### src/rtl/pipeline_control_unit.sv
// Hazard-aware control unit: decodes IF/ID and carries control through ID/EX, EX/MEM and MEM/WB.
// Define PIPE_FORWARDING_EN to enable EX/MEM and MEM/WB operand forwarding (otherwise RAW hazards stall).
module pipeline_control_unit #(
  parameter int REG_ADDR_W = 3,
  parameter int INSTR_W    = 19
) (
  input  logic                  clk,
  input  logic                  reset,
  input  logic [INSTR_W-1:0]    instr_id,
  input  logic                  instr_valid,
  input  logic                  ext_stall,
  input  logic                  c_flag,
  input  logic                  z_flag,
  output logic                  stall_if,
  output logic                  flush_id,
  output logic [1:0]            pc_mux,
  output logic                  id_reg_b_mux,
  output logic [2:0]            ex_alu_op,
  output logic                  ex_alu_use_carry,
  output logic                  ex_alu_b_mux,
  output logic                  ex_select_c,
  output logic                  ex_select_z,
  output logic                  ex_write_c,
  output logic                  ex_write_z,
  output logic                  push,
  output logic                  pop,
  output logic                  mem_write,
  output logic                  mem_read,
  output logic                  wb_reg_write,
  output logic [1:0]            wb_reg_write_mux,
  output logic [REG_ADDR_W-1:0] wb_rd,
  output logic [1:0]            fwd_a,
  output logic [1:0]            fwd_b
);

  localparam int R = REG_ADDR_W;

  typedef struct packed {
    logic [2:0]   alu_op;
    logic         use_carry;
    logic         alu_b_mux;
    logic         sel_cz;
    logic         write_cz;
    logic         mem_write;
    logic         mem_read;
    logic         reg_write;
    logic [1:0]   wb_mux;
    logic [R-1:0] rd;
    logic         use_a;
    logic [R-1:0] src_a;
    logic         use_b;
    logic [R-1:0] src_b;
    logic         is_br;
    logic         br_c;
    logic         br_inv;
    logic         is_jmp;
    logic         is_jsb;
    logic         is_ret;
  } ctrl_t;

  typedef struct packed {
    logic         mem_write;
    logic         mem_read;
    logic         reg_write;
    logic [1:0]   wb_mux;
    logic [R-1:0] rd;
  } late_t;

  ctrl_t        dec, id_ex;
  late_t        ex_mem;
  logic [R-1:0] rd_f, rs_f, rt_f;
  logic [2:0]   op3;
  logic         taken, hazard, hit_ex, br_flag;
  logic         unused_bits;

  assign op3  = instr_id[INSTR_W-1 -: 3];
  assign rd_f = instr_id[13 -: R];
  assign rs_f = instr_id[13-R -: R];
  assign rt_f = instr_id[13-2*R -: R];
  assign unused_bits = ^instr_id[13-3*R:0];

  // rd is only carried for register writers so later stages never see a stale destination
  always_comb begin
    dec = '0;
    if (instr_valid) begin
      casez (op3)
        3'b0??: begin
          dec.alu_op    = instr_id[16:14];
          dec.use_carry = instr_id[14];
          dec.alu_b_mux = instr_id[17];
          dec.write_cz  = 1'b1;
          dec.reg_write = 1'b1;
          dec.rd        = rd_f;
          dec.use_a     = 1'b1;
          dec.src_a     = rs_f;
          dec.use_b     = ~instr_id[17];
          dec.src_b     = rt_f;
        end
        3'b100: begin
          dec.alu_b_mux = 1'b1;
          dec.use_a     = 1'b1;
          dec.src_a     = rs_f;
          if (instr_id[14]) begin
            dec.mem_write = 1'b1;
            dec.use_b     = 1'b1;
            dec.src_b     = rd_f;
          end else begin
            dec.mem_read  = 1'b1;
            dec.reg_write = 1'b1;
            dec.wb_mux    = 2'b10;
            dec.rd        = rd_f;
          end
        end
        3'b101: begin
          dec.is_br  = 1'b1;
          dec.br_c   = instr_id[15];
          dec.br_inv = instr_id[14];
        end
        3'b110: begin
          dec.sel_cz    = 1'b1;
          dec.write_cz  = 1'b1;
          dec.reg_write = 1'b1;
          dec.wb_mux    = 2'b01;
          dec.rd        = rd_f;
          dec.use_a     = 1'b1;
          dec.src_a     = rs_f;
        end
        3'b111: begin
          if (!instr_id[15]) begin
            dec.is_jmp = 1'b1;
            dec.is_jsb = instr_id[14];
          end else if (!instr_id[14]) begin
            dec.is_ret = 1'b1;
          end
        end
        default: ;
      endcase
    end
  end

  assign br_flag = id_ex.br_c ? c_flag : z_flag;
  assign taken   = (id_ex.is_br & (br_flag ^ id_ex.br_inv)) | id_ex.is_jmp | id_ex.is_ret;

  always_comb begin
    pc_mux = 2'b00;
    if (id_ex.is_ret)                    pc_mux = 2'b11;
    else if (id_ex.is_jmp)               pc_mux = 2'b10;
    else if (id_ex.is_br && taken)       pc_mux = 2'b01;
  end

  assign hit_ex = id_ex.reg_write &&
                  ((dec.use_a && dec.src_a == id_ex.rd) || (dec.use_b && dec.src_b == id_ex.rd));

`ifdef PIPE_FORWARDING_EN
  assign hazard = hit_ex && id_ex.mem_read;

  always_comb begin
    fwd_a = 2'b00;
    fwd_b = 2'b00;
    if (id_ex.use_a && ex_mem.reg_write && ex_mem.rd == id_ex.src_a)   fwd_a = 2'b01;
    else if (id_ex.use_a && wb_reg_write && wb_rd == id_ex.src_a)      fwd_a = 2'b10;
    if (id_ex.use_b && ex_mem.reg_write && ex_mem.rd == id_ex.src_b)   fwd_b = 2'b01;
    else if (id_ex.use_b && wb_reg_write && wb_rd == id_ex.src_b)      fwd_b = 2'b10;
  end
`else
  logic hit_mem;
  logic unused_src;

  assign hit_mem = ex_mem.reg_write &&
                   ((dec.use_a && dec.src_a == ex_mem.rd) || (dec.use_b && dec.src_b == ex_mem.rd));
  assign hazard  = hit_ex || hit_mem;
  assign fwd_a   = 2'b00;
  assign fwd_b   = 2'b00;
  assign unused_src = ^{id_ex.use_a, id_ex.src_a, id_ex.use_b, id_ex.src_b};
`endif

  assign stall_if = ext_stall | (hazard & ~taken);
  assign flush_id = taken & ~ext_stall;

  always_ff @(posedge clk) begin
    if (reset) begin
      id_ex            <= '0;
      ex_mem           <= '0;
      wb_reg_write     <= 1'b0;
      wb_reg_write_mux <= 2'b00;
      wb_rd            <= '0;
    end else if (!ext_stall) begin
      wb_reg_write     <= ex_mem.reg_write;
      wb_reg_write_mux <= ex_mem.wb_mux;
      wb_rd            <= ex_mem.rd;
      ex_mem           <= '{mem_write: id_ex.mem_write, mem_read: id_ex.mem_read,
                            reg_write: id_ex.reg_write, wb_mux: id_ex.wb_mux, rd: id_ex.rd};
      id_ex            <= (taken || hazard) ? '0 : dec;
    end
  end

  assign id_reg_b_mux     = instr_valid && (op3 == 3'b100);
  assign ex_alu_op        = id_ex.alu_op;
  assign ex_alu_use_carry = id_ex.use_carry;
  assign ex_alu_b_mux     = id_ex.alu_b_mux;
  assign ex_select_c      = id_ex.sel_cz;
  assign ex_select_z      = id_ex.sel_cz;
  assign ex_write_c       = id_ex.write_cz & ~ext_stall;
  assign ex_write_z       = id_ex.write_cz & ~ext_stall;
  assign push             = id_ex.is_jsb & ~ext_stall;
  assign pop              = id_ex.is_ret & ~ext_stall;
  assign mem_write        = ex_mem.mem_write & ~ext_stall;
  assign mem_read         = ex_mem.mem_read;

endmodule
### config.mk
export PLATFORM = sky130hd
export DESIGN_NAME = pipeline_control_unit
export DESIGN_NICKNAME = d
export VERILOG_FILES = /design/src/rtl/pipeline_control_unit.sv
export SDC_FILE = /design/constraint.sdc
export NUM_CORES = 1
export LEC_CHECK = 0
export ABC_AREA = 1
export BUFFER_PORTS_ARGS = -buffer_cell sky130_fd_sc_hd__buf_2
export CAP_MARGIN = 20
export CELL_PAD_IN_SITES_DETAIL_PLACEMENT = 1
export CELL_PAD_IN_SITES_GLOBAL_PLACEMENT = 1
export CORE_AREA = 3 3 78 80
export DETAILED_ROUTE_END_ITERATION = 6
export DIE_AREA = 0 0 81 83
export PLACE_DENSITY_LB_ADDON = 0.1
export SLEW_MARGIN = 0
export SYNTH_ARGS = -nofsm -noshare
export SYNTH_HDL_FRONTEND = slang
export SYNTH_SLANG_ARGS = --single-unit
### constraint.sdc
create_clock -name clk -period 1.5 [get_ports clk]
set_input_delay 0.075 -clock clk [delete_from_list [all_inputs] [get_ports clk]]
set_output_delay 0.075 -clock clk [all_outputs]
set_load 0.02 [all_outputs]
* After elaboration in Yosys (flattened, before gate mapping)
Index checks and enable logic that the tools add are counted.
Word-level totals: flip-flop bits (word level) 35, output and inout bits 28
Cells by class: eq/ne operators 8, mux-type cells 23, bitwise gates (word level) 15, reductions and logical operators 13
Operator list (count):
- 29-bit two-way mux | 2
- 7-bit case mux with 2 select lines | 1
- 3-bit == test | 4
- 3-bit == test (second input constant) | 4
- 1-bit logical AND | 8
- 2-bit two-way mux | 4
- 4-bit two-way mux | 2
- 4-bit case mux with 2 select lines | 1
- 1-bit bitwise AND | 7
- 1-bit two-way mux | 7
- 7-bit two-way mux | 1
- 3-bit two-way mux | 2
- 1-bit logical OR | 4
- 1-bit inverter | 4
- 1-bit case mux with 2 select lines | 2
- 2-bit case mux with 2 select lines | 1
- 1-bit bitwise OR | 3
- 2-bit OR reduction | 1
- 1-bit bitwise XOR | 1

* Longest topological paths before layout
Gate-level depths: netlist of run 1.
word-level depth 11, mapped depth 15, depth with buffers taken out 14

* Least setup slack after synthesis of run 1
OpenSTA, ideal clock, no wires.
path type flip-flop to output port, from reg id_ex[4] (netlist bit), to out stall_if, arrival time 1446 ps, required time 1425 ps, setup slack -21 ps, cell stages (with the launch flop) 7, cells stage by stage dfxtp_1 > mux2i_1 > xor2_1 > inv_1 > nand2_1 > a31oi_1 > a31oi_1
On the way: word-level cells in the longest chain between the ends 8
Ends and longest elaborated chain:
- start, declared | line 69 | ctrl_t dec, id_ex;
- start signal, assigned | line 193 | id_ex <= (taken || hazard) ? '0 : dec;
- 1-bit two-way mux | line 141 | assign br_flag = id_ex.br_c ? c_flag : z_flag;
- 1-bit bitwise XOR | line 142 | assign taken = (id_ex.is_br & (br_flag ^ id_ex.br_inv)) | id_ex.is_jmp | id_ex.is_ret;
- 1-bit bitwise AND | line 142
- 1-bit bitwise OR (2 in a row) | line 142
- 1-bit inverter | line 177 | assign stall_if = ext_stall | (hazard & ~taken);
- 1-bit bitwise AND | line 177
- 1-bit bitwise OR | line 177
- end, declared | line 14 | output logic stall_if,
Every way passes these cells.

* Final worst setup path of run 1
from reg id_ex[4] (netlist bit), to reg id_ex (netlist bit ex_alu_op[2])
On the way: word-level cells in the longest chain between the ends 7
Ends and longest elaborated chain (line):
- 1-bit two-way mux | 141
- 1-bit bitwise XOR | 142
- 1-bit bitwise AND | 142
- 1-bit bitwise OR (2 in a row) | 142
- 1-bit logical OR | 193
- 29-bit two-way mux | 193
Every way passes these cells. A chain may end at the register's enable or synchronous reset.

==> flow_summary.yaml, run 1 <==
status:
  status: "complete, but fails checks"
  violations: "setup timing"
worst_setup_path:
  worst-path-max-fanout: 8
  required_ns: 1.72
  start_kind: "flip-flop"
  rr_startpoint: "id_ex[4]"
  rr_worst_depth: 11
  r2r_slack_ns: -0.26
  r2r_end: "ex_alu_op[2]"
  end_kind: "flip-flop"
  crit_arrival_ns: 1.98
  critical_path_class: "reg -> reg"
sta:
  post-route-period-util_pct: 117
  period_needed_ns: 1.76
  maxSlewViolCount: 0
  fin_ws_ns: -0.260
  fin_tns_setup_ns: -4.87
  rsz0062_at_grt: "yes"
  max_freq_ghz: 0.568
  whs_ns: 0.0764
  worstMarginPinSlew_ns: 0.727
  setup-violations-final: 22
  hold_viol_final: 0
  relSlewSlack_pct: 51.5
  fin_worst_skew_ns: 0.00502
synth:
  yosysWarningCount: 0
  synth_seq_cells: 33
  syn_area_um2: 1740
  synthCells: 257
  syn_avg_cell_area_um2: 6.78
  synth_fa_ha_area_share_pct: 0
  synth_edf_count: 0
  muxShareOfSynthArea_pct: 0.575
  async_flop_share_pct: 0
  synth_compound_area_share_pct: 16.4
  ys.flop_type: "dfxtp_1"
  yosys.area_share.simple_pct: 30.3
  synth_top_family_by_area: "simple AND/OR/NAND/NOR gates"
  netlist-cell-type-count: 27
  synth-xor-area-share_pct: 2.51
  ys_seq_area_share_pct: 37.9
floorplan:
  dieArea_um2: 6720
  pin_count: 53
  die_h_um: 83
  die_x_um: 81
  start_util_pct: 31.8
  rows: 27
  core_um2: 5470
placement:
  place_ws_ns: -0.227
  port_buffers: 43
  gp_congestion: 0.833
  dp_hpwl_um: 4090
  place_area_um2: 2200
  dpl.cell_count: 387
run:
  drv_cap: 0
clock_tree:
  numCtsBuffers: 5
  cts-root-buf: "clkbuf_8"
  clk_latency_ns: 0.29
  cts.sinks: 33
  clock_path_buffers: 2
  hold_buffers: 0
  clk_pin_slew_worst_paths_ns: 0.07
  htree_levels: 2
  cts_tree: "built"
min_path:
  holdCritStartpoint: "instr_id[11]"
  min_to: "id_ex[14]"
  min_path_type: "in -> reg"
  holdPathStages: 3
route:
  drt_iter0_markers: 91
  antenna_violating_nets_post_route: 0
  totalWireLength_um: 6060
  routed_via_density: 4.72
  vias: 1894
  post-route-drc-count: 0
  drt_pass1_iterations: 4
  wl_per_cell_um: 15.1
power:
  power.density_nw_per_um2: 899
  power.leakage_uw: 0.00117
  peakVddDrop_mv: 0.583
grt:
  track_usage_pct: 18.7
  grt_pass1_wl_um: 9700
  grt_antenna_before_repair: 0
  grt_pass1_vias: 1914
  grt_max_degree: 24
  grt-ovfl-total: 0
final_layout:
  final_cells: 401
  diodes: 0
  area_growth_pct: 45.8
  stdcell_area_um2: 2540
  fin_nets: 353
  drive_gt1_share_pct: 41.0
[worst max-delay path: stages, from the launching register on]
cell	delay, ns
dfxtp_2	0.34
mux2i_2	0.23
xor2_1	0.16
inv_1	0.06
nand2_2	0.07
buf_4	0.12
nand3_2	0.08
nor2_4	0.13
buf_6	0.12
buf_16	0.12
nand3_2	0.08
a21oi_2	0.16
[registers in the layout, indices dropped and copies added, names as in the netlist]
signal            cells
ex_alu_b_mux          1
ex_alu_op             3
ex_mem                7
id_ex                15
mem_read              1
wb_rd                 3
wb_reg_write          1
wb_reg_write_mux      2
[layout by cell type, fill, tap and decap left out, types with 2 or more instances in the layout]
cell type	instances
or2_2	2
a21oi_2	15
nand3_1	13
conb_1	4
buf_6	3
xor2_1	3
inv_1	22
inv_2	4
o21a_1	2
xnor2_1	2
nor2_1	33
buf_4	35
nor3_1	4
buf_2	40
nand3_2	11
dfxtp_1	32
nand2_1	43
nand2_2	7
o21ai_0	17
clkbuf_8	6
nor2_4	2
a21oi_1	14
[through the flow]
step,power (µW),utilization (%)
floorplan,1180,-
global placement,1340,40.1
detailed placement,1340,40.1
CTS,2280,45.5
global route,2390,46.4
finish,2280,46.4
[final cells by class]
type,count,area (µm²)
fill,735,2930
multi-input combinational,182,1030
sequential,33,662
timing repair buffer,80,544
inverter,26,97.6
tap,72,90.1
clock buffer,7,86.3
clock inverter,1,30.0
[cells by family after synthesis]
family,count (synthesis)
and+or+nand+nor,119
AOI/OAI and AO/OA,53
buffers and inverters,45
DFF,33
xor gates and xnor gates,5
muxes,1
other,1
[how the worst max path moves through the flow]
stage,endpoint,cells past startpoint,slack [ns],startpoint
CTS,stall_if,8,-0.25,id_ex[4]
global placement,id_ex[4],14,-0.20,instr_id[17]
finish,ex_alu_op[2],11,-0.26,id_ex[4]
floorplan,ex_alu_op[0],9,0.05,id_ex[4]
detailed placement,id_ex[20],15,-0.23,instr_id[17]
global route,stall_if,8,-0.41,id_ex[4]
[Yosys cell counts (3+ instances only)]
master	number	area, µm²
a21oi_1	27	135
buf_4	9	67.6
clkbuf_1	9	33.8
dfxtp_1	33	661
inv_1	24	90.1
nand2_1	47	176
nand2_2	4	25.0
nand3_1	23	115
nor2_1	33	124
nor3_1	4	20.0
o21ai_0	18	90.1
xor2_1	3	26.3
[repair_timing]
| item | in CTS | in global routing |
|---|---|---|
| setup endpoints to repair | 22 | 22 |
| gates resized for setup | 31 | 15 |
| setup buffers | 4 | 2 |
| gates cloned | 1 | 0 |
| pin swaps | 11 | 11 |
[power by group]
group | total (µW) | internal (µW) | switching, µW
clock | 893 | 542 | 351
sequential | 936 | 912 | 23.4
combinational | 455 | 186 | 269
total | 2280 | 1640 | 643
[per-layer routing]
layer / part of all wire, % / GRT usage, % / wire length (µm)
met1: 43 / 21.9 / 2610
met2: 51 / 33.7 / 3060
met3: 3.9 / 4.01 / 236
met4: 2.4 / 4.76 / 144
met5: 0 / 0 / 0
Power figures use the tool's default switching activity.
==> run 2: changes to the inputs <==
--- a/config.mk
+++ b/config.mk
@@ -5,14 +5,15 @@
 export SDC_FILE = /design/constraint.sdc
 export NUM_CORES = 1
 export LEC_CHECK = 0
-export ABC_AREA = 1
+export ABC_AREA = 0
 export BUFFER_PORTS_ARGS = -buffer_cell sky130_fd_sc_hd__buf_2
 export CAP_MARGIN = 20
 export CELL_PAD_IN_SITES_DETAIL_PLACEMENT = 1
 export CELL_PAD_IN_SITES_GLOBAL_PLACEMENT = 1
-export CORE_AREA = 3 3 78 80
+export CORE_AREA = 3 3 77 79
 export DETAILED_ROUTE_END_ITERATION = 6
-export DIE_AREA = 0 0 81 83
+export DIE_AREA = 0 0 80 82
+export HOLD_SLACK_MARGIN = 0.1
 export PLACE_DENSITY_LB_ADDON = 0.1
 export SLEW_MARGIN = 0
 export SYNTH_ARGS = -nofsm -noshare
==> run 2 against run 1 <==
  * The flow still finishes with violations (setup timing)
  * Combinational power down 25%
  * Core utilization down 0.60 points
  * Clock power down 25%
  * Count of clock-buffer cells in the layout down 2
  * Final area down 2.5%
  * Sequential share of layout area up 1.1 points
  * Worst hold slack better by 0.063 ns
  * Sequential power down 3.2%
  * Critical endpoint is now id_ex[15]
  * Highest routed layer unchanged
==> flow_summary.yaml, run 2 <==
final_layout:
  final_cells: 332
  fill_cells: 659
  drive_gt1_share_pct: 44.6
  top_register: "id_ex"
  largest_register_ffs: 15
  final_cell_mix: "buf_2, buf_4, dfxtp_1, nand2_1, nor2_1"
  fin_nets: 284
  diodes: 0
  final_common_cell: "buf_2"
  reg_top3: "id_ex (15), ex_mem (7)"
  area_growth_pct: 42.9
worst_setup_path:
  worst-path-max-fanout: 7
  cpPeakStageDelay_ns: 0.52
  cp.depth: 8
  startpoint: "instr_id[16]"
  critical_path_class: "in -> reg"
  start_kind: "input pin"
  required_ns: 1.70
  rr_startpoint: "id_ex[4]"
  endpoint: "id_ex[15]"
  worst_path_dominant_cell_family: "simple AND/OR/NAND/NOR gates"
  path_cells: "buf_6 -> and4bb_4 -> a32o_2 -> xor2_1 -> nor4_4 -> buf_4 -> or4b_1 -> o22ai_1"
  crit_arrival_ns: 1.93
  rr_worst_depth: 7
  critical_path.n_buffers_inverters: 2
  cp_slowest_cell: "or4b_1"
  r2r_slack_ns: -0.18
  end_kind: "flip-flop"
  r2r_end: "ex_alu_b_mux"
clock_tree:
  clk_latency_ns: 0.28
  cts-root-buf: "clkbuf_8"
  numCtsBuffers: 5
  clk_pin_slew_worst_paths_ns: 0.07
  cts.sinks: 33
  hold_buffers: 0
  cts_tree: "built"
  htree_levels: 2
  clock_path_buffers: 2
power:
  combPwrFrac_pct: 17.8
  seq_power_share_pct: 47.3
  power.leakage_uw: 0.00108
  pwr-share-clk_pct: 34.8
  swShare_pct: 28.7
  power.density_nw_per_um2: 773
  switchingPower_uw: 549
  internal-power_uw: 1370
  peakVddDrop_mv: 0.293
route:
  post-route-drc-count: 0
  routed_via_density: 4.90
  vias: 1626
  wl_per_cell_um: 15.5
  drt_pass1_iterations: 4
  totalWireLength_um: 5150
  drt_iter0_markers: 46
  antenna_violating_nets_post_route: 0
placement:
  dpl.cell_count: 319
  place_ws_ns: -0.482
  port_buffers: 43
  dp_hpwl_um: 3800
  gp_congestion: 0.875
grt:
  grt-ovfl-total: 0
  grt_pass1_vias: 1642
  track_usage_pct: 15.8
  grt_pass1_wl_um: 8030
  grt_max_degree: 26
  grt_antenna_before_repair: 0
synth:
  synthCells: 198
  synth_seq_cells: 33
  ys.flop_type: "dfxtp_1"
  yosysMostFrequentCell: "dfxtp_1"
  synth_top_area_share_pct: 38.2
  syn_area_um2: 1730
  syn_avg_cell_area_um2: 8.75
  synth_edf_count: 0
  async_flop_share_pct: 0
  ys_seq_area_share_pct: 38.2
  yosysWarningCount: 0
  synth_area_leader_cell: "dfxtp_1"
  netlist_top_cells_area: "dfxtp_1, mux2i_1, nand2_1, nor2_1, xnor2_1"
  netlist-cell-type-count: 41
  netlist_top_cells_count: "dfxtp_1, nand2_1, nor2_1, mux2i_1"
floorplan:
  pin_count: 53
  die_h_um: 82
  core_um2: 5410
  rows: 27
  dieArea_um2: 6560
  die_x_um: 80
  start_util_pct: 32.0
sta:
  setup-violations-final: 15
  max_freq_ghz: 0.578
  maxSlewViolCount: 0
  period_needed_ns: 1.73
  post-route-period-util_pct: 115
  fin_ws_ns: -0.229
  rsz0062_at_grt: "yes"
  fin_worst_skew_ns: 0.00341
  hold_viol_final: 0
min_path:
  min_path_type: "in -> reg"
  holdPathStages: 4
run:
  drv_cap: 0
status:
  violations: "setup timing"
  status: "complete, but fails checks"
-- run 2: cell count changes in the layout (fill, tap and decap cells not counted), sizes merged, moves of 4 or more --
cell / change
mux2i: +16
nand2: -27
or4b: +4
nand2b: +5
nand3: -24
buf: -7
nor2b: +8
a21oi: -21
o22ai: +6
xnor2: +7
o21ai: -17
inv: -25
nor2: -14
-- run 2: logic make-up after synthesis --
family | count (synthesis) | synth area share (%)
simple gates | 80 | 24.9
xor+xnor | 13 | 6.58
mux | 17 | 9.83
compound gates | 31 | 13.0
other cells | 1 | 0.217
buf+inv | 23 | 7.30
flops | 33 | 38.2
-- run 2: timing repair --
action                                  in CTS  in global routing
cloned                                       0                  0
setup buffers                                3                  3
pin swaps                                    7                 15
resized for setup                           23                 23
endpoints found under the setup margin      19                 21
-- run 2: final cells by class --
type / instances / area [µm²] / share of cell area, %
well taps: 72 / 90.1 / 3.64
flip-flops and latches: 33 / 673 / 27.2
repair buffers: 73 / 495 / 20.0
inverters: 1 / 3.75 / 0.152
multi-input cells: 145 / 1130 / 45.5
clock buffers: 5 / 68.8 / 2.78
clock inverters: 3 / 17.5 / 0.708
-- run 2: how the worst min path moves through the flow --
| stage | from | end | slack [ns] |
|---|---|---|---|
| after floorplan | reset | id_ex[14] | 0.26 |
| after global placement | instr_id[15] | id_ex[1] | 0.43 |
| after detailed placement | instr_id[15] | id_ex[1] | 0.43 |
| after CTS | instr_id[15] | id_ex[1] | 0.12 |
| after global routing | instr_id[15] | id_ex[1] | 0.14 |
| final | instr_id[15] | id_ex[1] | 0.14 |
-- run 2: worst min-delay path, delay by kind of cell --
family,cells,cell delay [ns]
and+or+nand+nor,2,0.12
buffers and inverters,1,0.11
AOI/OAI and AO/OA,1,0.06
-- run 2: power groups by stage --
stage | registers, µW | clock network (µW) | logic, µW
6_report | 906 | 667 | 341
5_1_grt | 908 | 733 | 368
4_1_cts | 909 | 690 | 307
3_5_place_dp | 927 | 0 | 282
3_3_place_gp | 926 | 0 | 273
2_1_floorplan | 928 | 0 | 186
-- run 2: stage by stage --
step	hold slack [ns]	instance area (µm²)	power (µW)	util (%)	TNS, ns
after CTS	0.124	2320	1910	43.0	-1.38
after global placement	0.425	2130	1200	39.4	-4.56
after global routing	0.139	2470	2010	45.8	-3.43
after floorplan	0.259	1770	1110	-	-2.92
final	0.139	2470	1910	45.8	-2.06
after detailed placement	0.428	2130	1210	39.4	-5.54
-- run 2: per-layer routing --
metal	share of wire (%)	routed length, µm	track usage (%)	vias to the layer above
li1	-	-	-	791
met1	43	2220	18.9	794
met2	52	2670	28.2	35
met3	4.3	220	3.73	6
met4	0.93	48	4.05	0
met5	0	0	0	-
